===== config.mk =====
export PLATFORM = sky130hd
export DESIGN_NAME = cordic_sincos
export DESIGN_NICKNAME = d
export VERILOG_FILES = /design/src/rtl/cordic_pkg.sv /design/src/rtl/cordic_atan_rom.sv /design/src/rtl/cordic_sincos.sv
export SDC_FILE = /design/constraint.sdc
export NUM_CORES = 1
export LEC_CHECK = 0
export CAP_MARGIN = 0
export CORE_UTILIZATION = 46
export CTS_CLUSTER_DIAMETER = 100
export DETAILED_ROUTE_END_ITERATION = 10
export PLACE_DENSITY = 0.68
export SETUP_SLACK_MARGIN = 0.4
export SYNTH_ARGS = -nofsm -noshare
export SYNTH_HDL_FRONTEND = slang
export SYNTH_HIERARCHICAL = 1
export SYNTH_SLANG_ARGS = --single-unit

===== constraint.sdc =====
create_clock -name clk -period 5.09 [get_ports clk]
set_clock_uncertainty 0.1 [all_clocks]
set_input_delay 1.018 -clock clk [delete_from_list [all_inputs] [get_ports clk]]
set_output_delay 1.018 -clock clk [all_outputs]
set_load 0.1 [all_outputs]

===== src/rtl/cordic_pkg.sv =====
// Shared CORDIC definitions: angle constants, CORDIC gain, atan table and FSM state type.
// Used by both the rotation-mode sin/cos block and the vectoring-mode atan block.
package cordic_pkg;

  localparam int K_GAIN     = 9949;   // 0.607253 in Q2.14
  localparam int PI         = 25736;  // Q3.13
  localparam int PI_HALF    = 12868;  // Q3.13
  localparam int ATAN_DEPTH = 14;
  localparam int ATAN_W     = 13;

  typedef enum logic [1:0] {
    ST_IDLE,
    ST_ROTATE,
    ST_DONE
  } cordic_state_t;

  // round(atan(2^-i) * 8192); indices past the table depth return 0
  function automatic logic [ATAN_W-1:0] atan_lut(input logic [3:0] idx);
    logic [ATAN_W-1:0] v;
    case (idx)
      4'd0:    v = 13'd6434;
      4'd1:    v = 13'd3798;
      4'd2:    v = 13'd2007;
      4'd3:    v = 13'd1019;
      4'd4:    v = 13'd511;
      4'd5:    v = 13'd256;
      4'd6:    v = 13'd128;
      4'd7:    v = 13'd64;
      4'd8:    v = 13'd32;
      4'd9:    v = 13'd16;
      4'd10:   v = 13'd8;
      4'd11:   v = 13'd4;
      4'd12:   v = 13'd2;
      4'd13:   v = 13'd1;
      default: v = 13'd0;
    endcase
    return v;
  endfunction

endpackage


===== src/rtl/cordic_atan_rom.sv =====
// Combinational micro-rotation angle lookup: iteration index -> atan(2^-i) in Q3.13.
module cordic_atan_rom
  import cordic_pkg::*;
(
  input  logic [3:0]        idx,
  output logic [ATAN_W-1:0] atan
);

  always_comb begin
    atan = atan_lut(idx);
  end

endmodule


===== src/rtl/cordic_sincos.sv =====
// Iterative rotation-mode CORDIC: angle (Q3.13) -> cos/sin (Q2.14), one micro-rotation per clock.
// Build option CORDIC_QUAD_EN: accept [-pi,pi] by folding into [-pi/2,pi/2]; otherwise clamp to +/-pi/2.
//
// state     | meaning
// ST_IDLE   | in_ready=1, waiting for an angle
// ST_ROTATE | micro-rotations 0..ITERATIONS-1, then result formatting
// ST_DONE   | out_valid=1, result held until out_ready
module cordic_sincos
  import cordic_pkg::*;
#(
  parameter int ITERATIONS = 14,
  parameter int WIDTH      = 16,
  parameter int GUARD      = 2
) (
  input  logic             clk,
  input  logic             rst,
  input  logic             in_valid,
  output logic             in_ready,
  input  logic [WIDTH-1:0] angle_in,
  output logic             out_valid,
  input  logic             out_ready,
  output logic [WIDTH-1:0] cos_out,
  output logic [WIDTH-1:0] sin_out,
  output logic             out_oor
);

  localparam int XW = WIDTH + GUARD;
  localparam int ZW = WIDTH + 1;

  localparam logic signed [ZW-1:0]    PI_Z    = ZW'(PI);
  localparam logic signed [ZW-1:0]    NPI_Z   = -ZW'(PI);
  localparam logic signed [ZW-1:0]    HALF_Z  = ZW'(PI_HALF);
  localparam logic signed [ZW-1:0]    NHALF_Z = -ZW'(PI_HALF);
  localparam logic signed [XW-1:0]    X_INIT  = XW'(K_GAIN * (2 ** GUARD));
  localparam logic signed [WIDTH-1:0] MAX_W   = {1'b0, {(WIDTH-1){1'b1}}};
  localparam logic signed [WIDTH-1:0] MIN_W   = {1'b1, {(WIDTH-1){1'b0}}};
  localparam logic signed [XW-1:0]    MAX_X   = XW'(MAX_W);
  localparam logic signed [XW-1:0]    MIN_X   = XW'(MIN_W);

  cordic_state_t         state_q;
  logic signed [XW-1:0]  x_q, y_q;
  logic signed [ZW-1:0]  z_q;
  logic [3:0]            iter_q;
  logic                  neg_q;
  logic                  oor_q;

  logic signed [ZW-1:0]  ang_z, clamp_z, z0;
  logic                  neg0, oor0;
  logic [ATAN_W-1:0]     atan_val;
  logic signed [ZW-1:0]  atan_z;
  logic signed [XW-1:0]  x_sh, y_sh, x_nx, y_nx;
  logic signed [ZW-1:0]  z_nx;

  cordic_atan_rom u_atan_rom (
    .idx  (iter_q),
    .atan (atan_val)
  );

  assign ang_z = ZW'($signed(angle_in));

  always_comb begin
    clamp_z = ang_z;
    z0      = ang_z;
    neg0    = 1'b0;
    oor0    = 1'b0;
`ifdef CORDIC_QUAD_EN
    if (ang_z > PI_Z) begin
      clamp_z = PI_Z;
      oor0    = 1'b1;
    end else if (ang_z < NPI_Z) begin
      clamp_z = NPI_Z;
      oor0    = 1'b1;
    end
    // Outer half-planes rotate by pi, which flips the sign of both results.
    if (clamp_z > HALF_Z) begin
      z0   = clamp_z - PI_Z;
      neg0 = 1'b1;
    end else if (clamp_z < NHALF_Z) begin
      z0   = clamp_z + PI_Z;
      neg0 = 1'b1;
    end else begin
      z0 = clamp_z;
    end
`else
    if (ang_z > HALF_Z) begin
      clamp_z = HALF_Z;
      oor0    = 1'b1;
    end else if (ang_z < NHALF_Z) begin
      clamp_z = NHALF_Z;
      oor0    = 1'b1;
    end
    z0 = clamp_z;
`endif
  end

  // Both updates use the pre-step x/y.
  always_comb begin
    atan_z = {{(ZW-ATAN_W){1'b0}}, atan_val};
    x_sh   = x_q >>> iter_q;
    y_sh   = y_q >>> iter_q;
    if (!z_q[ZW-1]) begin
      x_nx = x_q - y_sh;
      y_nx = y_q + x_sh;
      z_nx = z_q - atan_z;
    end else begin
      x_nx = x_q + y_sh;
      y_nx = y_q - x_sh;
      z_nx = z_q + atan_z;
    end
  end

  function automatic logic [WIDTH-1:0] format_result(input logic signed [XW-1:0] v,
                                                      input logic neg);
    logic signed [XW-1:0]    t;
    logic signed [WIDTH-1:0] s;
    t = v >>> GUARD;
    if (t > MAX_X)      s = MAX_W;
    else if (t < MIN_X) s = MIN_W;
    else                s = t[WIDTH-1:0];
    if (neg) s = (s == MIN_W) ? MAX_W : -s;
    return s;
  endfunction

  always_ff @(posedge clk) begin
    if (rst) begin
      state_q   <= ST_IDLE;
      in_ready  <= 1'b1;
      out_valid <= 1'b0;
      cos_out   <= '0;
      sin_out   <= '0;
      out_oor   <= 1'b0;
      x_q       <= '0;
      y_q       <= '0;
      z_q       <= '0;
      iter_q    <= '0;
      neg_q     <= 1'b0;
      oor_q     <= 1'b0;
    end else begin
      case (state_q)
        ST_IDLE: begin
          if (in_valid) begin
            x_q      <= X_INIT;
            y_q      <= '0;
            z_q      <= z0;
            iter_q   <= '0;
            neg_q    <= neg0;
            oor_q    <= oor0;
            in_ready <= 1'b0;
            state_q  <= ST_ROTATE;
          end
        end
        ST_ROTATE: begin
          if (iter_q == 4'(ITERATIONS)) begin
            cos_out   <= format_result(x_q, neg_q);
            sin_out   <= format_result(y_q, neg_q);
            out_oor   <= oor_q;
            out_valid <= 1'b1;
            state_q   <= ST_DONE;
          end else begin
            x_q    <= x_nx;
            y_q    <= y_nx;
            z_q    <= z_nx;
            iter_q <= iter_q + 4'd1;
          end
        end
        ST_DONE: begin
          if (out_ready) begin
            out_valid <= 1'b0;
            in_ready  <= 1'b1;
            state_q   <= ST_IDLE;
          end
        end
        default: begin
          state_q   <= ST_IDLE;
          in_ready  <= 1'b1;
          out_valid <= 1'b0;
        end
      endcase
    end
  end

endmodule


* After elaboration in Yosys (flattened, before gate mapping)
Memories as Yosys holds them, arrays and structs flattened. A register that Yosys moved wholly into a read port is not among the register bits.
Cells that the tools add are included.
** Operators by class
- Shift-type cells :: 2
- Magnitude comparators :: 6
- Add/subtract/negate cells :: 7
- Eq/ne operators :: 7
- Reduce and logical (&&, ||, !) cells :: 8
- Multiplexer cells :: 41
- Bitwise logic cells :: 2
** Operators with widths (count)
- two-way mux 16 bit :: 10
- two-way mux 18 bit :: 6
- two-way mux 17 bit :: 5
- one-hot mux 18 bit (2 select lines) :: 2
- adder 18 bit :: 2
- >>> shifter 18 x 4 -> 18 bit :: 2
- subtractor 18 bit :: 2
- one-hot mux 17 bit (2 select lines) :: 1
- > comparator 16 bit (second input constant) :: 2
- less-than comparator 16 bit (second input constant) :: 2
- adder 17 x 14 -> 17 bit :: 1
- subtractor 17 x 14 -> 17 bit :: 1
- > comparator 16 x 15 -> 1 bit (second input constant) :: 1
- less-than comparator 16 x 15 -> 1 bit (second input constant) :: 1
- two-way mux 4 bit :: 4
- AND reduction 3 bit :: 4
- != test 2 bit (second input constant) :: 4
- one-hot mux 4 bit (2 select lines) :: 1
- two-way mux 1 bit :: 6
- two-way mux 2 bit :: 3
- one-hot mux 1 bit (3 select lines) :: 2
- one-hot mux 2 bit (3 select lines) :: 1
- adder 4 x 1 -> 4 bit (second input constant) :: 1
- == test 4 bit (second input constant) :: 1
- 6 further kinds :: 8
** Storage, ports and cells
- Flip-flop bits (word level) :: 95
- Input bits :: 20
- Memories :: 1
- Output and inout port bits :: 35
- Word-level logic and storage cells :: 85
- Bits in read-only memories :: 208
** Memories
- (no name shown) :: depth 16, bits a word 13, rd ports 1, clocked after Yosys merged registers in 1, wr ports 0, RTL line cordic_pkg.sv:20 : case (idx)

* Logic depth before layout (Yosys ltp)
Gate-level depths: netlist (run 1).
- Depth in word-level cells :: 6
- Mapped depth :: 24
- Mapped depth without buffers :: 22

* Cells and area by module
Netlist (run 1), hierarchy kept.
** By module, submodules not included
- cordic_sincos :: area an instance 8643.3 sq um, sequential area each 1901.8 sq um, cells an instance 1119, times used 1
- cordic_atan_rom :: area an instance 316.6 sq um, sequential area each 0.0 sq um, cells an instance 40, times used 1

* Worst setup path before layout (run 1)
No wires, ideal clock.
- Path kind :: reg2reg
- From :: reg iter_q[1]
- To :: reg x_q[17]
- Data required time :: 4916 ps
- Cell stages (with the launch flop) :: 23
- Path slack :: 375 ps
- Setup time :: 74 ps
- Period minus slack after synthesis :: 4715 ps
- Arrival time :: 4541 ps
- Buffers on the path :: 2
- Cells stage by stage :: dfxtp_1 -> buf_6 -> buf_6 -> mux4_2 -> and2_1 -> a21oi_1 -> nor2_1 -> a21oi_1 -> ha_1 -> inv_1 -> mux2i_1 -> ha_1 -> a211oi_1 -> nor2_1 -> o31a_1 -> o21a_1 -> o21a_1 -> o2111ai_1 -> a31oi_1 -> a31o_2 -> xor2_1 -> or3_1 -> a31oi_1
** On the way
- Longest elaborated chain between the ends :: 5
- Elaborated cells between the ends (all ways) :: 9
- Classes of those cells :: 2 x add/sub; 2 x eq/ne; 1 x shift; 3 x mux; 1 x reduce/logical
** RTL lines
- from (decl) :: RTL line cordic_sincos.sv:43 : logic [3:0] iter_q;
- from (signal assigned) :: RTL line cordic_sincos.sv:163 : iter_q <= iter_q + 4'd1;
- >>> shifter 18 x 4 -> 18 bit :: RTL line cordic_sincos.sv:100 : y_sh = y_q >>> iter_q;
- subtractor 18 bit or adder 18 bit (tied branches) :: RTL line cordic_sincos.sv:102, cordic_sincos.sv:106
- two-way mux 18 bit :: RTL line cordic_sincos.sv:101 : if (!z_q[ZW-1]) begin
- two-way mux 18 bit :: RTL line cordic_sincos.sv:153 : if (iter_q == 4'(ITERATIONS)) begin
- one-hot mux 18 bit (2 select lines) :: RTL line cordic_sincos.sv:139 : case (state_q)
- to (signal assigned) :: RTL line cordic_sincos.sv:160 : x_q <= x_nx;
- to (decl) :: RTL line cordic_sincos.sv:41 : logic signed [XW-1:0] x_q, y_q;
Several ways; a longest one is shown, not always the timed one. The select of a mux whose other input is x is not followed.
A chain may end at the register's enable or synchronous reset.

* Worst setup path in the final report (run 1)
Ends and elaborated chain as after synthesis.

==> results.tsv, run 1 <==
stage	metric	value	unit
status	status	finished, final reports clean	
power	power_frac_clock	14.0	%
critical_path	critPathCapture	x_q[17]$_SDFFE_PP0P_	
final_layout	seq_area	0.001916	mm2
logic_synthesis	yosysWarnings	6	
die	die_area	0.02004	mm2
logic_synthesis	synthMuxAreaShare	12.75	%
timing	finalCritPeriodShare	92.38	%
logic_synthesis	synth_top_family_by_area	simple AND/OR/NAND/NOR gates	
critical_path	crit_path_start_kind	register	
logic_synthesis	synth.top_cell.area_share	21.23	%
timing	finalSetupTns	0	ns
die	die_h	141.6	um
logic_synthesis	ys_top_cells_by_area	dfxtp_1 (21%), ha_1 (8.7%), mux4_2 (7.5%)	
grt	track_usage	27.17	%
grt	grt-ovfl-total	0	
logic_synthesis	async_flop_share	0	%
logic_synthesis	syn_area	0.008960	mm2
clocking	numCtsBuffers	9	
critical_path	crit_start	iter_q[1]$_SDFFE_PP0P_	
critical_path	arrival	4.89	ns
run	cap_violations	0	
die	die_w	141.6	um
drt	wl	27330	um
clocking	htree_num_levels	3	
final_layout	drive_gt1_share	15.62	%
grt	grt_max_degree	77	
power	p_seq_share	20.0	%
critical_path	r2r_slack	0.39	ns
logic_synthesis	synth_compound_gate_area_share	21.20	%
die	start_util	47.42	%
logic_synthesis	synth_most_common_cell	nand2_1	
timing	grt_setup_unrepaired	yes	
die	row_count	50	
clocking	path_clk_slew	0.09	ns
power	p_leak	0.004020	uW
power	swShare	47.27	%
timing	finalSetupViolations	0	
clocking	cts-root-buf	clkbuf_16	
timing	fmax	212.7	MHz
die	core_area	0.01889	mm2
logic_synthesis	netlist_instances	1159	
final_layout	final_nets	1290	
logic_synthesis	synth-edff-count	0	
logic_synthesis	synth-simple-area-share	21.94	%
die	io_pins	55	
power	powerDensity	494.5	mW/mm2
grt	grt_pass1_vias	8242	
clocking	cts_tree	yes	
drt	viasPerCell	6.010	
timing	fin_crit	4.702	ns
drt	vias	8834	
placed_design	port_buffers	54	
placed_design	dp_hpwl	19230	um
grt	grt_first_pass_wirelength	43470	um
power	combPwrFrac	66.0	%
final_layout	multi_input_area	0.006766	mm2
logic_synthesis	synth_common_cells	nand2_1 (142), nor2_1 (122), a21oi_1 (115)	
critical_path	end_kind	register	
clocking	insertion_delay	0.37	ns
power	fin_total_pwr	5185	uW
final_layout	synthToLayoutAreaGrowth	17.01	%
drt	drt_pass1_iterations	5	
logic_synthesis	ys.flop_type	dfxtp_1	
timing	slew_violations	0	
clocking	postCtsHoldBufs	0	
final_layout	nFillCells	1836	
clocking	cts.sinks	95	
critical_path	crit_type	reg2reg	
drt	drc	0	
timing	tightest_slew	1.039	ns
grt	antenna_found_initial	0	
logic_synthesis	synth_nets	1244	
logic_synthesis	synth_fa_ha_area_share	9.328	%
power	p_switching	2451	uW
logic_synthesis	ys_types	72	
power	ir_drop	288.9	uV
timing	max_slew_margin	30.66	%
logic_synthesis	ys_seq_area_share	21.23	%
drt	antenna_left	0	
logic_synthesis	synth_top_area_cell	dfxtp_1	
hold_path	min_path_type	reg2reg	
logic_synthesis	synth_seq_cells	95	
drt	first_iter_violations	667	
logic_synthesis	synth_xor_xnor_area_share	7.820	%
clocking	clockBufferDepth	2	
critical_path	worstReg2RegStart	iter_q[1]$_SDFFE_PP0P_	
placed_design	gp_congestion	0.9221	
logic_synthesis	synth.avg_cell_area	7.731	um2
power	cellInternalPower	2734	uW
critical_path	reg2regPathDepth	20	
final_layout	n_antenna_cell	0	
timing	hold_viol_final	0	
critical_path	r2r-end	x_q[17]$_SDFFE_PP0P_	
critical_path	crit_path_max_fanout	6	
critical_path	worstPathRequired	5.28	ns
drt	wl_per_cell	18.59	um
## cell families (layout without fill, tap and decap cells)
| group | Yosys count | count (layout) |
|---|---|---|
| and+or+nand+nor | 424 | 424 |
| AOI/OAI and AO/OA | 306 | 306 |
| buffers and inverters | 115 | 166 |
| DFF | 95 | 95 |
| xor gates and xnor gates | 80 | 80 |
| muxes | 74 | 74 |
| adders and majority gates | 65 | 65 |
## per-stage QoR
stage	instance area, um2	util, %	setup slack [ns]	hold WS, ns	cells
2_1_floorplan	8961	-	0.4589	0.3323	1159
3_3_place_gp	9792	51.83	0.1333	0.3426	1438
3_5_place_dp	9792	51.83	0.02903	0.3472	1438
4_1_cts	10190	53.93	0.3884	0.3597	1458
5_1_grt	10480	55.49	0.1990	0.3747	1470
6_report	10480	55.49	0.3877	0.3554	1470
## cell type report
| class | instances | area share (%) |
|---|---|---|
| tap | 260 | 3.103 |
| clock inverter | 7 | 0.8474 |
| timing repair buffer | 109 | 9.619 |
| clock buffer | 9 | 2.148 |
| inverter | 41 | 1.468 |
| multi-input combinational | 949 | 64.54 |
| sequential | 95 | 18.27 |
## per-layer routing
layer | track usage [%] | wire length (um) | vias to the layer above
li1 | - | - | 4251
met1 | 38.46 | 12510 | 4195
met2 | 42.62 | 12150 | 352
met3 | 3.847 | 2114 | 36
met4 | 8.319 | 564 | 0
met5 | 0 | 0 | -
## power groups by stage
stage | Clock, uW | Combinational [uW] | Sequential, uW
floorplan | 0 | 2470 | 966
global placement | 0 | 3030 | 1040
detailed placement | 0 | 3070 | 1040
CTS | 739 | 3140 | 1020
global route | 761 | 3760 | 1040
finish | 727 | 3420 | 1040
## what timing repair did
| item | in CTS | in global routing |
|---|---|---|
| resized for setup | 13 | 51 |
| hold endpoints to repair | 0 | 0 |
| endpoints found under the setup margin | 14 | 16 |
| buffers inserted | 4 | 12 |
| pin swaps | 2 | 20 |
## worst min-delay path by stage
stage / from / end / slack (ns) / depth (start not counted)
finish: sin_out[8]$_SDFFE_PP0P_ / sin_out[8]$_SDFFE_PP0P_ / 0.36 / 2
global route: sin_out[8]$_SDFFE_PP0P_ / sin_out[8]$_SDFFE_PP0P_ / 0.37 / 2
CTS: sin_out[7]$_SDFFE_PP0P_ / sin_out[7]$_SDFFE_PP0P_ / 0.36 / 2
detailed placement: sin_out[7]$_SDFFE_PP0P_ / sin_out[7]$_SDFFE_PP0P_ / 0.35 / 2
global placement: sin_out[4]$_SDFFE_PP0P_ / sin_out[4]$_SDFFE_PP0P_ / 0.34 / 2
floorplan: oor_q$_SDFFE_PP0P_ / out_oor$_SDFFE_PP0P_ / 0.33 / 2
## registers in the layout, summed over array words and instances (netlist names)
register   cells
oor_q          1
in_ready       1
out_valid      1
out_oor        1
cos_out       16
x_q           18
iter_q         4
state_q        2
y_q           18
sin_out       16
z_q           17
## worst max-delay path, cell delays in order (launching register included)
cell and delay, ns:
dfxtp_4 0.41, buf_4 0.17, mux4_2 0.53, nand2_1 0.12, o21ai_1 0.13, a21oi_2 0.20, ha_2 0.29, inv_1 0.06
mux2i_2 0.07, ha_1 0.33, a211oi_2 0.23, nor2_2 0.09, o31a_1 0.25, o21a_1 0.20, o21a_1 0.24, o2111ai_4 0.25
a31oi_4 0.12, a31o_2 0.26, xor2_1 0.14, or3_1 0.31, a31oi_1 0.12
## cells in the final DEF (no fill, tap or decap), drive strengths merged, types with 5 or more instances in the layout
cell type      instances
nand2                143
nor2                 122
a21oi                115
dfxtp                 95
ha                    62
buf                   56
o21ai                 55
clkdlybuf4s50         53
xnor2                 46
nor3                  46
inv                   44
xor2                  34
nand3                 31
mux4                  30
a31oi                 30
a211oi                24
mux2i                 23
mux2                  21
nand2b                15
a21o                  15
nor2b                 13
o21a                  11
clkbuf                 9
and3                   8
and2                   7
nand3b                 7
o31ai                  6
a22oi                  5
or2                    5
o211ai                 5
nor4                   5
nor3b                  5
Power figures use the tool's default switching activity.
==> inputs of run 2 (changes only) <==
--- a/config.mk
+++ b/config.mk
@@ -9,8 +9,10 @@
 export CORE_UTILIZATION = 46
 export CTS_CLUSTER_DIAMETER = 100
 export DETAILED_ROUTE_END_ITERATION = 10
+export HOLD_SLACK_MARGIN = 0.02
 export PLACE_DENSITY = 0.68
 export SETUP_SLACK_MARGIN = 0.4
+export SLEW_MARGIN = 20
 export SYNTH_ARGS = -nofsm -noshare
 export SYNTH_HDL_FRONTEND = slang
 export SYNTH_HIERARCHICAL = 1
==> results of run 2 <==
The final DEF is identical to that of run 1; final timing and power are the same.
==> inputs of run 3 (changes only) <==
==> constraint.sdc (replaced) <==
create_clock -name clk -period 3.79 [get_ports clk]
set_clock_uncertainty 0.1 [all_clocks]
set_input_delay 0.758 -clock clk [delete_from_list [all_inputs] [get_ports clk]]
set_output_delay 0.758 -clock clk [all_outputs]
set_load 0.1 [all_outputs]
==> run 3 against run 2 <==
- sequential cell count is the same
- non-clock buffer count grew 287
- power grew 83%
- the flow now finishes with violations (setup timing)
- critical endpoint is now y_q[17]$_SDFFE_PP0P_
- critical path depth grew 3
- global-route usage grew 3.9 points
- sequential share of layout area shrank 3.7 points
- first-iteration DRC count grew 27%
- worst hold slack gained 0.0018 ns
==> results.tsv, run 3 (same netlist as run 1, synthesis figures left out) <==
stage	metric	value	unit	change
status	status	finished with violations		
status	failed_checks	setup timing		
timing	fmax	219.3	MHz	+3.1%
clocking	cts-root-buf	clkbuf_16		
critical_path	arrival	4.70	ns	-0.19 ns
grt	grt_first_pass_wirelength	49390	um	+14%
placed_design	port_buffers	54		unchanged
critical_path	end_kind	register		
timing	tightest_slew	1.015	ns	-0.02376 ns
clocking	cts.sinks	95		unchanged
timing	hold_viol_final	0		unchanged
grt	antenna_found_initial	0		unchanged
grt	track_usage	31.11	%	+3.9 points
hold_path	holdPathStages	2		unchanged
drt	viasPerCell	5.855		-2.6%
clocking	clockBufferDepth	2		unchanged
placed_design	gp_congestion	0.9417		+2.1%
final_layout	top_regs	x_q x18, y_q x18, z_q x17		
grt	grt_max_degree	50		-35%
power	p_leak	0.005583	uW	+39%
power	fin_total_pwr	9464	uW	+83%
placed_design	placed_area	0.01177	mm2	+20%
placed_design	dp_hpwl	22610	um	+18%
clocking	numCtsBuffers	9		unchanged
critical_path	reg2regPathDepth	23		+15%
die	start_util	47.42	%	unchanged
final_layout	final_nets	1577		+22%
clocking	htree_num_levels	3		unchanged
critical_path	worstPathRequired	3.93	ns	-1.35 ns
final_layout	drive_gt1_share	37.34	%	+22 points
die	die_w	141.6	um	unchanged
clocking	postCtsHoldBufs	0		unchanged
die	die_h	141.6	um	unchanged
drt	drc	0		unchanged
final_layout	stdcell_area	0.01313	mm2	+25%
die	row_count	50		unchanged
placed_design	dp_cells	1694		+18%
power	ir_drop	507.7	uV	+76%
critical_path	r2r_slack	-0.77	ns	-1.16 ns
timing	finalCritPeriodShare	120.3	%	+28 points
critical_path	crit_path_max_fanout	8		+2
power	powerDensity	720.7	mW/mm2	+46%
critical_path	path_cells	buf_8, buf_12, buf_12, mux4_2, mux2_4, mux2i_4, ha_4, nand2_4, nor2_4, a21oi_2, xor2_1, ha_1, a21o_1, a21o_1, a21oi_2, buf_4, a31o_4, a21boi_2, a31oi_1, xnor2_1, o21ai_1, nand2_1, a21oi_1		
timing	fin_crit	4.561	ns	-0.1416 ns
drt	wl	32470	um	+19%
critical_path	crit_type	reg2reg		
run	cap_violations	0		unchanged
final_layout	final_cell_mix	buf_4 (322), nand2_1 (139), nor2_1 (109), dfxtp_1 (90), a21oi_1 (86)		
drt	first_iter_violations	850		+27%
timing	max_slew_margin	32.10	%	+1.4 points
critical_path	cpPeakStageDelay	0.52	ns	about the same
critical_path	cp_slowest_cell	mux4_2		
final_layout	final_common_cell	buf_4		
final_layout	n_antenna_cell	0		unchanged
timing	finalSetupTns	-13.53	ns	-13.53 ns
grt	grt-ovfl-total	0		unchanged
grt	grt_pass1_vias	9801		+19%
timing	fin_ws	-0.7707	ns	-1.158 ns
final_layout	instances_no_fill	1757		+20%
die	die_area	0.02004	mm2	unchanged
die	io_pins	55		unchanged
timing	grt_setup_unrepaired	yes		
drt	antenna_left	0		unchanged
drt	drt_pass1_iterations	7		+2
critical_path	crit_path_start_kind	register		
drt	wl_per_cell	18.48	um	-0.59%
clocking	insertion_delay	0.37	ns	about the same
clocking	cts_tree	yes		
timing	slew_violations	0		unchanged
die	core_area	0.01889	mm2	unchanged
drt	vias	10290		+16%
hold_path	min_path_type	reg2reg		
final_layout	synthToLayoutAreaGrowth	46.56	%	
timing	finalSetupViolations	30		+30
clocking	path_clk_slew	0.08	ns	about the same
## run 3: cell count changes in the layout (fill, tap and decap cells not counted), moves of 8 or more
cell,change
xnor2_1,-8
buf_6,+14
buf_4,+272
nor2_1,-9
a21oi_2,+20
xnor2_2,+8
a21oi_1,-19
## run 3: worst paths after layout
check                                               from                  endpoint
worst max-delay path              iter_q[1]$_SDFFE_PP0P_      y_q[17]$_SDFFE_PP0P_
worst min-delay path            cos_out[13]$_SDFFE_PP0P_  cos_out[13]$_SDFFE_PP0P_
worst max register to register    iter_q[1]$_SDFFE_PP0P_      y_q[17]$_SDFFE_PP0P_
worst min register to register  cos_out[13]$_SDFFE_PP0P_  cos_out[13]$_SDFFE_PP0P_
## run 3: final cells by class
| cell class | instances | area, um2 |
|---|---|---|
| tap | 260 | 325.3 |
| fill | 1466 | 5762 |
| clock buffer | 10 | 229.0 |
| sequential | 95 | 1916 |
| timing repair buffer | 396 | 3223 |
| inverter | 41 | 158.9 |
| clock inverter | 6 | 66.31 |
| multi-input combinational | 949 | 7213 |
## run 3: metrics by stage
stage	utilization (%)	worst slack [ns]	hold slack [ns]
6_report	69.50	-0.7707	0.3573
3_3_place_gp	62.28	-0.7789	0.3426
2_1_floorplan	-	-0.6686	0.3323
4_1_cts	66.51	-0.7064	0.3575
3_5_place_dp	62.28	-0.8101	0.3483
5_1_grt	69.50	-0.9104	0.3721
## run 3: report_power, final
part / internal [uW] / switching [uW] / total, uW
Clock: 518 / 456 / 975
Sequential: 1130 / 193 / 1320
Combinational: 3780 / 3380 / 7170
Total: 5430 / 4030 / 9460
## run 3: timing repair
item,CTS,global route
gates resized for setup,88,81
setup buffers,18,29
pin swaps,43,59
endpoints found under the setup margin,42,45
cloned,0,0
## run 3: worst max-delay path, delay by kind of cell, from the launching register on
family	cells	cell delay, ns
compound gates	9	1.17
simple gates	3	0.27
buf+inv	4	0.49
fa+ha+maj	2	0.48
flops	1	0.44
mux	3	1.05
xor+xnor	2	0.43
## run 3: per-layer routing
metal	track usage, %	up-vias	wire, um
met5	0	-	0
met4	13.87	0	1097
met3	3.240	88	2333
met2	49.52	464	15030
met1	42.55	4904	14020
li1	-	4831	-
